### src/rtl/tt_scan_pkg.sv
// -----------------------------------------------------------------------------
// tt_scan_pkg
// Shared types and constants for the truth-table scanner slice.
//   state_t       : scanner FSM states (IDLE, DRIVE, SAMPLE, DONE)
//   TT_F3_GOLDEN  : expected table for f = (x3 & ~x2) | (~x3 & ~x1)
//   SETTLE_W      : width of the settle counter (SETTLE is limited to 1..15)
// -----------------------------------------------------------------------------
package tt_scan_pkg;

    typedef enum logic [1:0] {
        IDLE   = 2'd0,
        DRIVE  = 2'd1,
        SAMPLE = 2'd2,
        DONE   = 2'd3
    } state_t;

    localparam logic [7:0] TT_F3_GOLDEN = 8'h35;

    localparam int SETTLE_W = 4;

endpackage

### src/rtl/truth_table_scanner_if.sv
// -----------------------------------------------------------------------------
// truth_table_scanner_if
// Control/result bus of the truth-table scanner.
//   start     : request a scan (master -> scanner)
//   expected  : golden table, bit i = expected f for vector i (master -> scanner)
//   busy      : scan in progress (scanner -> master)
//   done      : one-cycle end-of-scan pulse (scanner -> master)
//   tt_table  : captured truth table, bit i = f observed for x=i
//   match     : tt_table equals the expected table latched at start
// Optional (macro TT_SCAN_FIRST_FAIL_EN): first_fail, fail_seen.
// -----------------------------------------------------------------------------
interface truth_table_scanner_if #(
    parameter int N_IN = 3
);
    localparam int TBL_W = 1 << N_IN;

    logic             start;
    logic [TBL_W-1:0] expected;
    logic             busy;
    logic             done;
    logic [TBL_W-1:0] tt_table;
    logic             match;
`ifdef TT_SCAN_FIRST_FAIL_EN
    logic [N_IN-1:0]  first_fail;
    logic             fail_seen;

    modport master (
        output start, expected,
        input  busy, done, tt_table, match, first_fail, fail_seen
    );
    modport slave (
        input  start, expected,
        output busy, done, tt_table, match, first_fail, fail_seen
    );
`else
    modport master (
        output start, expected,
        input  busy, done, tt_table, match
    );
    modport slave (
        input  start, expected,
        output busy, done, tt_table, match
    );
`endif

endinterface

### src/rtl/tt_settle_timer.sv
// -----------------------------------------------------------------------------
// tt_settle_timer
// Loadable down-counter with a zero flag; times how long an input vector is
// held before the scanner samples f.
//   clk, rst  : clock, synchronous active-high reset (clears the count)
//   load      : load load_val (has priority over dec)
//   load_val  : reload value
//   dec       : decrement by one, saturating at zero
//   zero      : count is zero
// -----------------------------------------------------------------------------
module tt_settle_timer
    import tt_scan_pkg::*;
(
    input  logic                clk,
    input  logic                rst,
    input  logic                load,
    input  logic [SETTLE_W-1:0] load_val,
    input  logic                dec,
    output logic                zero
);

    logic [SETTLE_W-1:0] cnt_reg;

    always_ff @(posedge clk) begin
        if (rst) begin
            cnt_reg <= '0;
        end else if (load) begin
            cnt_reg <= load_val;
        end else if (dec && (cnt_reg != '0)) begin
            cnt_reg <= cnt_reg - 1'b1;
        end
    end

    assign zero = (cnt_reg == '0);

endmodule

### src/rtl/truth_table_scanner.sv
// -----------------------------------------------------------------------------
// truth_table_scanner
// Drives all 2^N_IN input vectors into an external combinational function,
// captures its output into a truth table and compares it with a golden table.
//   clk, rst : clock, synchronous active-high reset
//   x        : vector driven to the function (x[N_IN-1] is the MSB)
//   f        : function output, sampled in SAMPLE
//   bus      : truth_table_scanner_if.slave (start, expected, busy, done,
//              tt_table, match [, first_fail, fail_seen])
// Parameters: N_IN (function inputs), SETTLE (1..15 cycles held before sample).
// Optional feature macro: TT_SCAN_FIRST_FAIL_EN (first failing vector report).
// -----------------------------------------------------------------------------
module truth_table_scanner
    import tt_scan_pkg::*;
#(
    parameter int N_IN   = 3,
    parameter int SETTLE = 1
)(
    input  logic                  clk,
    input  logic                  rst,
    output logic [N_IN-1:0]       x,
    input  logic                  f,
    truth_table_scanner_if.slave  bus
);

    localparam int                  TBL_W       = 1 << N_IN;
    localparam logic [N_IN-1:0]     IDX_LAST    = N_IN'(TBL_W - 1);
    localparam logic [SETTLE_W-1:0] SETTLE_LOAD = SETTLE_W'(SETTLE - 1);

    state_t           state_reg;
    logic [N_IN-1:0]  idx_reg;
    logic [N_IN-1:0]  x_reg;
    logic [TBL_W-1:0] exp_reg;
    logic [TBL_W-1:0] tbl_reg;
    logic [TBL_W-1:0] tbl_next;
    logic             busy_reg;
    logic             done_reg;
    logic             match_reg;
`ifdef TT_SCAN_FIRST_FAIL_EN
    logic [N_IN-1:0]  first_fail_reg;
    logic             fail_seen_reg;
`endif

    logic timer_load;
    logic timer_dec;
    logic timer_zero;

    // Table as it will be after the current SAMPLE edge; used so that match
    // is already valid in the cycle done is high.
    for (genvar gi = 0; gi < TBL_W; gi++) begin : g_tbl_next
        assign tbl_next[gi] = (idx_reg == N_IN'(gi)) ? f : tbl_reg[gi];
    end

    // Reload on scan acceptance and when moving on to the next vector.
    assign timer_load = ((state_reg == IDLE) && bus.start) ||
                        ((state_reg == SAMPLE) && (idx_reg != IDX_LAST));
    assign timer_dec  = (state_reg == DRIVE);

    tt_settle_timer u_timer (
        .clk      (clk),
        .rst      (rst),
        .load     (timer_load),
        .load_val (SETTLE_LOAD),
        .dec      (timer_dec),
        .zero     (timer_zero)
    );

    always_ff @(posedge clk) begin
        if (rst) begin
            state_reg      <= IDLE;
            idx_reg        <= '0;
            x_reg          <= '0;
            exp_reg        <= '0;
            tbl_reg        <= '0;
            busy_reg       <= 1'b0;
            done_reg       <= 1'b0;
            match_reg      <= 1'b0;
`ifdef TT_SCAN_FIRST_FAIL_EN
            first_fail_reg <= '0;
            fail_seen_reg  <= 1'b0;
`endif
        end else begin
            done_reg <= 1'b0;
            case (state_reg)
                IDLE: begin
                    x_reg <= '0;
                    if (bus.start) begin
                        exp_reg        <= bus.expected;
                        tbl_reg        <= '0;
                        match_reg      <= 1'b0;
                        idx_reg        <= '0;
                        busy_reg       <= 1'b1;
                        state_reg      <= DRIVE;
`ifdef TT_SCAN_FIRST_FAIL_EN
                        first_fail_reg <= '0;
                        fail_seen_reg  <= 1'b0;
`endif
                    end
                end
                DRIVE: begin
                    if (timer_zero) begin
                        state_reg <= SAMPLE;
                    end
                end
                SAMPLE: begin
                    tbl_reg <= tbl_next;
`ifdef TT_SCAN_FIRST_FAIL_EN
                    if ((f != exp_reg[idx_reg]) && !fail_seen_reg) begin
                        first_fail_reg <= idx_reg;
                        fail_seen_reg  <= 1'b1;
                    end
`endif
                    if (idx_reg == IDX_LAST) begin
                        state_reg <= DONE;
                        done_reg  <= 1'b1;
                        x_reg     <= '0;
                        match_reg <= (tbl_next == exp_reg);
                    end else begin
                        idx_reg   <= idx_reg + 1'b1;
                        x_reg     <= idx_reg + 1'b1;
                        state_reg <= DRIVE;
                    end
                end
                DONE: begin
                    busy_reg  <= 1'b0;
                    state_reg <= IDLE;
                end
                default: begin
                    state_reg <= IDLE;
                end
            endcase
        end
    end

    assign x            = x_reg;
    assign bus.busy     = busy_reg;
    assign bus.done     = done_reg;
    assign bus.tt_table = tbl_reg;
    assign bus.match    = match_reg;
`ifdef TT_SCAN_FIRST_FAIL_EN
    assign bus.first_fail = first_fail_reg;
    assign bus.fail_seen  = fail_seen_reg;
`endif

endmodule

### src/flat_wrapper.sv
// flat-port wrapper written by rule: the top's interface ports become plain ports
module truth_table_scanner_flat import tt_scan_pkg::*;
#(
    parameter int N_IN   = 3,
    parameter int SETTLE = 1
)
  (clk, rst, x, f, bus_start, bus_expected, bus_busy, bus_done, bus_tt_table, bus_match);
  truth_table_scanner_if #(.N_IN(N_IN)) bus_i ();
  input  logic clk;
  input  logic rst;
  output logic [N_IN-1:0] x;
  input  logic f;
  input wire logic [$bits(bus_i.start)-1:0] bus_start;
  input wire logic [$bits(bus_i.expected)-1:0] bus_expected;
  output wire logic [$bits(bus_i.busy)-1:0] bus_busy;
  output wire logic [$bits(bus_i.done)-1:0] bus_done;
  output wire logic [$bits(bus_i.tt_table)-1:0] bus_tt_table;
  output wire logic [$bits(bus_i.match)-1:0] bus_match;
  assign bus_i.start = bus_start;
  assign bus_i.expected = bus_expected;
  assign bus_busy = bus_i.busy;
  assign bus_done = bus_i.done;
  assign bus_tt_table = bus_i.tt_table;
  assign bus_match = bus_i.match;
  truth_table_scanner #(.N_IN(N_IN), .SETTLE(SETTLE)) u_core (.clk(clk), .rst(rst), .x(x), .f(f), .bus(bus_i));
endmodule
### config.mk
export PLATFORM = sky130hd
export DESIGN_NAME = truth_table_scanner_flat
export DESIGN_NICKNAME = d
export VERILOG_FILES = /design/src/rtl/tt_scan_pkg.sv /design/src/rtl/truth_table_scanner_if.sv /design/src/rtl/tt_settle_timer.sv /design/src/rtl/truth_table_scanner.sv /design/src/flat_wrapper.sv
export SDC_FILE = /design/constraint.sdc
export NUM_CORES = 1
export LEC_CHECK = 0
export CAP_MARGIN = 15
export CORE_UTILIZATION = 52
export DETAILED_ROUTE_END_ITERATION = 7
export PLACE_DENSITY = 0.78
export SYNTH_ARGS = -nofsm -noshare
export SYNTH_HDL_FRONTEND = slang
export SYNTH_SLANG_ARGS = --single-unit
### constraint.sdc
create_clock -name clk -period 2.5 [get_ports clk]
set_input_delay 0.5 -clock clk [delete_from_list [all_inputs] [get_ports clk]]
set_output_delay 0.5 -clock clk [all_outputs]
set_load 0.02 [all_outputs]
==> impl_metrics.py, run 1 <==
metrics = {
    "status": {
        "outcome": "finished, violations left",
        "violations": "DRC",
    },
    "floorplanning": {
        "io_pins": 26,
        "core_um2": 2830,
        "die_area_um2": 3270,
        "rows": 19,
        "die_h_um": 57.2,
        "initial_utilization": 0.559,
        "die_x_um": 57.2,
    },
    "route": {
        "wl_um": 3410,
        "drt-initial-drc-count": 73,
        "vias": 1361,
        "vias_per_cell": 5.74,
        "wire_per_inst_um": 14.4,
        "ant_nets": 0,
        "dr.pass1.iters": 6,
        "drc": 4,
    },
    "setup_path": {
        "crit_arrival_ns": 2.19,
        "worstReg2RegStart": "u_core.idx_reg[0]$_SDFFE_PP0P_",
        "crit_fanout": 5,
        "critPathLaunchType": "flop",
        "critPathKind": "flop to flop",
        "cp-startpoint": "u_core.idx_reg[0]$_SDFFE_PP0P_",
        "end_kind": "flop",
        "critPathRequiredTime_ns": 2.80,
    },
    "power": {
        "power_density_nw_per_um2": 556,
        "p_leak_nw": 0.715,
        "power_mw": 1.06,
        "clkPwrFrac": 0.397,
        "p_comb_frac": 0.110,
        "power_frac_seq": 0.494,
        "ir_worst_vdd_v": 0.000361,
        "netSwitchingFraction": 0.245,
        "p_sw_uw": 260,
        "p_int_uw": 802,
    },
    "sta": {
        "setup_viol": 0,
        "finalMaxSlewViolations": 0,
        "fin_tns_setup_ns": 0,
        "whs_ns": 0.497,
        "tightest_slew_ns": 0.480,
        "hold_viol_final": 0,
        "setup_slack_ns": 0.604,
        "finalCritPeriodShare": 0.758,
        "skew_ns": 0.0112,
        "fmax_mhz": 527,
        "maxSlewHeadroom": 0.680,
        "fin_crit_ns": 1.90,
        "rsz0062_at_grt": "false",
    },
    "clocking": {
        "cts_inserted_buffers": 5,
        "clock_sinks": 31,
        "cts_root_buf": "clkbuf_4",
        "cts-htree-levels": 2,
        "clk_pin_slew_worst_paths_ns": 0.11,
        "cts.repair.resized": 0,
        "post-cts-setup-buffers": 0,
        "clk_latency_ns": 0.34,
        "cts_hold_buf": 0,
        "cts_tree": "done",
        "cts.path.max_buffers": 2,
    },
    "layout": {
        "area_growth_syn_to_layout_pct": 20.7,
        "final_nets": 224,
        "final_area_um2": 1910,
        "diodes": 0,
        "n_fill_cell": 255,
        "drive_gt1_frac": 0.0680,
        "final_cells": 237,
        "fin_util": 0.675,
    },
    "place": {
        "hpwl_um": 2470,
        "place_ws_ns": 0.417,
        "place_area_um2": 1820,
        "dpl.cell_count": 229,
        "port_buffers": 25,
        "gp_congestion": 0.860,
    },
    "synthesis": {
        "synth_cell_types": 40,
        "synth.top_cell.area_share": 0.392,
        "yosysWarnings": 0,
        "synth_top_area_cell": "dfxtp_1",
        "ys_seq_elements": 31,
        "syn_area_um2": 1580,
        "synth.most_common_cell": "dfxtp_1",
        "synthSimpleGateAreaFrac": 0.190,
        "ys_seq_area_frac": 0.392,
        "synth_top_cells_by_area": "dfxtp_1 (39%), mux2i_1 (8.2%), nor2_1 (7.1%)",
        "synth_flop_cell": "dfxtp_1",
        "synthCells": 183,
        "avgSynthCellArea_um2": 8.65,
        "synth_top_family_by_area": "simple AND/OR/NAND/NOR gates",
        "synth_edf_count": 0,
        "synth_fa_ha_area_frac": 0.0553,
        "synthArstFlopShare": 0,
        "synthTopCellsByCount": "dfxtp_1 (31), nor2_1 (30), mux2i_1 (13), a21oi_1 (10), nand2_1 (10)",
        "synth_compound_area_frac": 0.168,
        "synth_xor_area_frac": 0.0498,
        "synthMuxAreaShare": 0.0893,
        "syn-num-nets": 202,
    },
    "global_route": {
        "antenna_found_initial": 0,
        "grt_remaining_overflow": 0,
        "grt_max_degree": 27,
        "grt_pass1_vias": 1238,
        "grt_pass1_wl_um": 5540,
        "grt_usage": 0.226,
    },
    "hold_path": {
        "min_path_type": "flop to flop",
        "min_from": "u_core.x[2]$_SDFFE_PP0P_",
    },
    "flow_run": {
        "timing.max_cap.violations": 0,
    },
}
[layout make-up]
class | instances | area (µm²) | area share
Clock buffer | 6 | 51.3 | 0.0269
Sequential cell | 31 | 621 | 0.325
Timing Repair Buffer | 27 | 265 | 0.139
Multi-Input combinational cell | 133 | 873 | 0.457
Tap cell | 31 | 38.8 | 0.0203
Clock inverter | 2 | 35.0 | 0.0183
Inverter | 7 | 26.3 | 0.0138
[worst paths after layout]
check / cells after the start / slack (ns) / to
max: 7 / 0.60 / u_core.bus.match$_SDFFE_PP0P_
min reg2reg: 2 / 0.50 / u_core.x[2]$_SDFFE_PP0P_
min: 2 / 0.50 / u_core.x[2]$_SDFFE_PP0P_
max reg2reg: 7 / 0.60 / u_core.bus.match$_SDFFE_PP0P_
[layout by cell type, fill, tap and decap left out, drive strengths merged, types with 2 or more instances in the layout]
master          n
xor2            2
xnor2           7
o21ai           9
nor2           30
a22oi           8
nand3           3
dfxtp          31
a211oi          4
mux2i          13
inv             7
a21oi          11
nor3b           2
nor3            2
nand2          10
clkdlybuf4s50  25
nor2b           4
ha              7
nand2b          5
clkbuf          6
buf             2
[power groups by stage]
stage / logic [mW] / registers (mW) / clock network (mW)
6_report: 0.116 / 0.524 / 0.421
5_1_grt: 0.129 / 0.527 / 0.439
4_1_cts: 0.116 / 0.524 / 0.428
3_5_place_dp: 0.116 / 0.535 / 0
3_3_place_gp: 0.112 / 0.535 / 0
2_1_floorplan: 0.0814 / 0.532 / 0
[cells by family (layout without fill, tap and decap cells)]
logic type / count (synthesis) / after routing
AOI/OAI and AO/OA: 41 / 41
xor gates and xnor gates: 9 / 9
adders and majority gates: 7 / 7
buffers and inverters: 19 / 42
DFF: 31 / 31
muxes: 14 / 14
and+or+nand+nor: 62 / 62
[critical path: stages (launching register included)]
cell,delay (ns)
dfxtp_1,0.36
inv_1,0.13
ha_1,0.25
nor2b_1,0.29
mux2i_1,0.27
xnor2_1,0.10
nor4_1,0.29
a32o_1,0.17
[per-layer routing]
metal | vias up | routed length, µm | GRT usage
li1 | 671 | - | -
met3 | 8 | 201 | 0.0476
met5 | - | 0 | 0
met1 | 642 | 1470 | 0.277
met4 | 0 | 67 | 0.136
met2 | 40 | 1670 | 0.365
No activity file was read; power rests on OpenSTA's default activity.
==> run 2, diff against run 1 <==
- CORE_UTILIZATION: 52 -> 47
- PLACE_DENSITY: 0.78 -> 0.75
- clock period: 2.5 -> 1.6 ns (I/O delays scaled with it)
==> run 2 against run 1 <==
  * The run ends with setup timing left
  * Non-clock buffer count up 25
  * Fmax up 17%
  * Combinational power up 100%
  * Critical path depth down 1
  * Sequential share of layout area down 4.3 points
  * Global-route usage up 1.3 points
  * Count of clock-buffer cells in the layout up 2
  * Via count up 11%
  * Setup slack worse by 0.62 ns
  * Cell area up 17%
  * Cell count up 16%
  * Critical endpoint unchanged
  * Largest cell class unchanged
  * Largest power group unchanged
==> impl_metrics.py, run 2 (same netlist as run 1, synthesis figures left out) <==
metrics = {
    "status": {
        "outcome": "finished, violations left",
        "violations": "setup timing",
    },
    "power": {
        "power_density_nw_per_um2": 706,
        "clkPwrFrac": 0.335,
        "p_sw_uw": 404,
        "ir_worst_vdd_v": 0.000622,
        "power_mw": 1.57,
        "p_comb_frac": 0.148,
        "p_leak_nw": 0.941,
        "power_frac_seq": 0.517,
        "netSwitchingFraction": 0.257,
        "p_int_mw": 1.17,
    },
    "route": {
        "wl_um": 4180,
        "drt-initial-drc-count": 76,
        "wire_per_inst_um": 15.2,
        "vias": 1511,
        "ant_nets": 0,
        "drc": 0,
        "vias_per_cell": 5.49,
        "dr.pass1.iters": 4,
    },
    "floorplanning": {
        "die_area_um2": 3600,
        "die_x_um": 60.0,
        "rows": 20,
        "core_um2": 3130,
        "io_pins": 26,
        "initial_utilization": 0.506,
        "die_h_um": 60.0,
    },
    "clocking": {
        "clk_latency_ns": 0.34,
        "cts_hold_buf": 0,
        "cts.path.max_buffers": 2,
        "cts_inserted_buffers": 5,
        "cts_tree": "done",
        "cts-htree-levels": 2,
        "cts_root_buf": "clkbuf_4",
        "clock_sinks": 31,
        "clk_pin_slew_worst_paths_ns": 0.10,
    },
    "sta": {
        "hold_viol_final": 0,
        "tightest_slew_ns": 0.373,
        "setup_slack_ns": -0.0138,
        "setup_viol": 2,
        "fin_tns_setup_ns": -0.0169,
        "maxSlewHeadroom": 0.751,
        "skew_ns": 0.00687,
        "finalCritPeriodShare": 1.01,
        "fmax_mhz": 620,
        "fin_crit_ns": 1.61,
        "rsz0062_at_grt": "true",
        "finalMaxSlewViolations": 0,
    },
    "setup_path": {
        "critPathLaunchType": "flop",
        "end_kind": "flop",
        "critPathKind": "flop to flop",
        "reg2regPathDepth": 6,
        "critPathRequiredTime_ns": 1.89,
        "crit_arrival_ns": 1.90,
        "crit_fanout": 6,
    },
    "layout": {
        "area_growth_syn_to_layout_pct": 40.7,
        "drive_gt1_frac": 0.251,
        "fin_util": 0.712,
        "layout_commonest_cell": "nor2_1",
        "layout_common_cells": "nor2_1 (30), dfxtp_1 (29), buf_4 (24), dlygate4sd2_1 (13), mux2i_1 (12)",
        "final_nets": 249,
        "final_area_um2": 2230,
        "diodes": 0,
        "n_fill_cell": 245,
    },
    "global_route": {
        "grt_usage": 0.239,
        "grt_remaining_overflow": 0,
        "antenna_found_initial": 0,
        "grt_pass1_vias": 1396,
        "grt_max_degree": 27,
        "grt_pass1_wl_um": 6240,
    },
    "hold_path": {
        "hold_depth": 2,
        "min_path_type": "flop to flop",
    },
    "flow_run": {
        "timing.max_cap.violations": 0,
    },
    "place": {
        "place_area_um2": 2030,
        "place_ws_ns": -0.108,
        "hpwl_um": 2850,
        "port_buffers": 25,
        "gp_congestion": 0.911,
    },
}
## run 2: cell count changes in the layout (fill, tap and decap cells not counted), moves of 3 or more
cell | before | now
buf_4 | 2 | 24
clkdlybuf4s50_1 | 25 | 11
dlygate4sd2_1 | 0 | 13
ha_1 | 7 | 1
ha_4 | 0 | 5
nor2b_1 | 4 | 1
## run 2: worst max-delay path, stage by stage, from the launching register on
cell and delay (ns):
dfxtp_1 0.48, inv_1 0.14, ha_4 0.20, mux2i_2 0.18, o21ai_0 0.10, nor4_1 0.29
a32o_2 0.17
## run 2: timing repair
item                                    4_1_cts  5_1_grt
pin swaps                                     4       14
endpoints found under the setup margin       21       10
buffers inserted                              0        2
cloned                                        0        0
resized for setup                            26       21
## run 2: per-layer routing
| layer | wire length [µm] | global-route usage | part of all wire |
|---|---|---|---|
| met5 | 0 | 0 | 0 |
| met4 | 69 | 0.0997 | 0.016 |
| met3 | 242 | 0.0823 | 0.058 |
| met2 | 2190 | 0.411 | 0.52 |
| met1 | 1680 | 0.268 | 0.40 |
## run 2: final timing paths
path	start	slack [ns]	endpoint
worst max-delay path	u_core.idx_reg[2]$_SDFFE_PP0P_	-0.01	u_core.bus.match$_SDFFE_PP0P_
worst min-delay path	u_core.x[1]$_SDFFE_PP0P_	0.49	u_core.x[1]$_SDFFE_PP0P_
worst max register to register	u_core.idx_reg[2]$_SDFFE_PP0P_	-0.01	u_core.bus.match$_SDFFE_PP0P_
worst min register to register	u_core.x[1]$_SDFFE_PP0P_	0.49	u_core.x[1]$_SDFFE_PP0P_
## run 2: metrics by stage
stage                     hold slack [ns]  std cells
after global routing                0.527        275
after CTS                           0.493        273
after detailed placement            0.475        265
final                               0.491        275
after floorplan                     0.467        183
after global placement              0.464        265
## run 2: area by class of cell
type / instances / area (µm²) / share of cell area
clock buffer: 8 / 68.8 / 0.0309
sequential: 31 / 628 / 0.282
timing repair buffer: 52 / 459 / 0.206
tap: 44 / 55.1 / 0.0247
multi-input combinational: 133 / 987 / 0.443
inverter: 7 / 28.8 / 0.0129
## run 2: power groups by stage
stage | Sequential (mW) | Clock (mW) | Combinational (mW)
detailed placement | 0.832 | 0 | 0.221
CTS | 0.815 | 0.535 | 0.225
finish | 0.813 | 0.527 | 0.232
floorplan | 0.831 | 0 | 0.127
global placement | 0.831 | 0 | 0.214
global route | 0.816 | 0.572 | 0.251
==> run 3, diff against run 2 <==
- CORE_MARGIN: not set -> 1.5
- CORE_UTILIZATION: 47 -> 39
- PLACE_DENSITY: 0.75 -> 0.64
==> run 3 against run 2 <==
  * The run still ends with setup timing left
  * Clock power increased by 54%
  * Cell count decreased by 0.36%
  * Count of clock-buffer cells in the layout decreased by 2
  * Combinational power about the same
  * Routed wire length decreased by 7.9%
  * Clock skew decreased by 0.0018 ns
  * Largest power group unchanged
==> impl_metrics.py, run 3 (same netlist as run 1, synthesis figures left out) <==
metrics = {
    "global_route": {
        "use_met2": 0.329,
        "grt_max_degree": 27,
        "met3_usage": 0.0389,
        "gr-usage-met1": 0.226,
        "grt-busiest-layer": "met2",
        "antenna_found_initial": 0,
        "grt_remaining_overflow": 0,
        "grt_pass1_vias": 1401,
        "grt_pass1_wl_um": 6400,
        "grt_usage": 0.193,
    },
    "sta": {
        "finalCritPeriodShare": 1.05,
        "skew_ns": 0.00506,
        "tightest_slew_ns": 0.368,
        "fmax_mhz": 597,
        "fin_crit_ns": 1.67,
        "setup_slack_ns": -0.0737,
        "fin_tns_setup_ns": -0.0737,
        "rsz0062_at_grt": "true",
        "finalMaxSlewViolations": 0,
        "setup_viol": 1,
        "maxSlewHeadroom": 0.754,
        "hold_viol_final": 0,
    },
    "route": {
        "vias_per_cell": 5.19,
        "drc": 0,
        "wire_per_inst_um": 14.1,
        "drt-initial-drc-count": 101,
        "vias": 1422,
        "wl_um": 3850,
        "dr.pass1.iters": 4,
        "ant_nets": 0,
    },
    "setup_path": {
        "critPathKind": "flop to flop",
        "critPathLaunchType": "flop",
        "end_kind": "flop",
        "critPathRequiredTime_ns": 1.83,
        "crit_arrival_ns": 1.91,
        "crit_fanout": 4,
    },
    "place": {
        "gp_congestion": 0.874,
        "hpwl_um": 2710,
        "dpl.cell_count": 264,
        "place_ws_ns": -0.247,
        "port_buffers": 25,
    },
    "layout": {
        "final_nets": 244,
        "area_growth_syn_to_layout_pct": 42.5,
        "layout_common_cells": "nor2_1 (30), dfxtp_1 (27), buf_4 (20), clkdlybuf4s50_1 (15), mux2i_1 (13)",
        "n_fill_cell": 317,
        "drive_gt1_frac": 0.230,
        "fin_util": 0.598,
        "layout_commonest_cell": "nor2_1",
        "diodes": 0,
        "final_cells": 274,
    },
    "power": {
        "power_mw": 1.86,
        "power_density_nw_per_um2": 823,
        "ir_worst_vdd_v": 0.000609,
        "p_leak_nw": 0.975,
    },
    "clocking": {
        "cts_tree": "done",
        "cts_inserted_buffers": 5,
        "clk_pin_slew_worst_paths_ns": 0.07,
        "clock_sinks": 31,
        "cts-htree-levels": 2,
        "cts.path.max_buffers": 2,
        "cts_root_buf": "clkbuf_8",
        "clk_latency_ns": 0.29,
        "cts_hold_buf": 0,
    },
    "hold_path": {
        "min_path_type": "flop to flop",
    },
    "status": {
        "outcome": "finished, violations left",
        "violations": "setup timing",
    },
    "floorplanning": {
        "core_um2": 3770,
        "io_pins": 26,
        "die_area_um2": 4450,
        "rows": 22,
        "initial_utilization": 0.420,
        "die_h_um": 66.7,
        "die_x_um": 66.7,
    },
    "flow_run": {
        "timing.max_cap.violations": 0,
    },
}
==> run 3: repair_timing <==
item,in CTS,in global routing
buffers inserted,2,0
pin swaps,5,4
setup endpoints to repair,5,8
gates resized for setup,27,12
==> run 3: report_power, final <==
part / internal, mW / switching, mW / total [mW]
Combinational: 0.122 / 0.108 / 0.230
Sequential: 0.791 / 0.0241 / 0.815
Clock: 0.503 / 0.307 / 0.811
==> run 3: layout make-up <==
class | instances | area [µm²] | share of cell area
clock inverter | 2 | 35.0 | 0.0155
multi-input combinational | 133 | 968 | 0.429
clock buffer | 6 | 82.6 | 0.0366
timing repair buffer | 47 | 450 | 0.200
sequential | 31 | 631 | 0.280
tap | 48 | 60.1 | 0.0266
inverter | 7 | 28.8 | 0.0128
==> run 3: metal layers <==
layer	share of wire	routed length, µm	up-vias
li1	-	-	708
met1	0.44	1710	681
met2	0.50	1910	28
met3	0.044	170	5
met4	0.016	62	0
met5	0	0	-
==> run 3: through the flow <==
stage / cell area, µm² / hold slack [ns]
6_report: 2260 / 0.492
5_1_grt: 2260 / 0.528
4_1_cts: 2230 / 0.494
3_5_place_dp: 2010 / 0.478
3_3_place_gp: 2010 / 0.467
2_1_floorplan: 1590 / 0.467
==> run 3: critical path, stage by stage (launching register included) <==
cell,delay [ns]
dfxtp_4,0.37
ha_4,0.17
ha_2,0.19
mux2i_1,0.14
nand2_1,0.08
o2111ai_1,0.13
nor4_2,0.35
a32o_1,0.18
==> run 3: path summary, 6_finish.rpt <==
path,start,to,slack [ns],cells after the start
setup / recovery,u_core.idx_reg[1]$_SDFFE_PP0P_,u_core.bus.match$_SDFFE_PP0P_,-0.07,7
hold / removal,u_core.bus.busy$_SDFFE_PP0P_,u_core.bus.busy$_SDFFE_PP0P_,0.49,2
setup reg to reg,u_core.idx_reg[1]$_SDFFE_PP0P_,u_core.bus.match$_SDFFE_PP0P_,-0.07,7
hold reg to reg,u_core.bus.busy$_SDFFE_PP0P_,u_core.bus.busy$_SDFFE_PP0P_,0.49,2
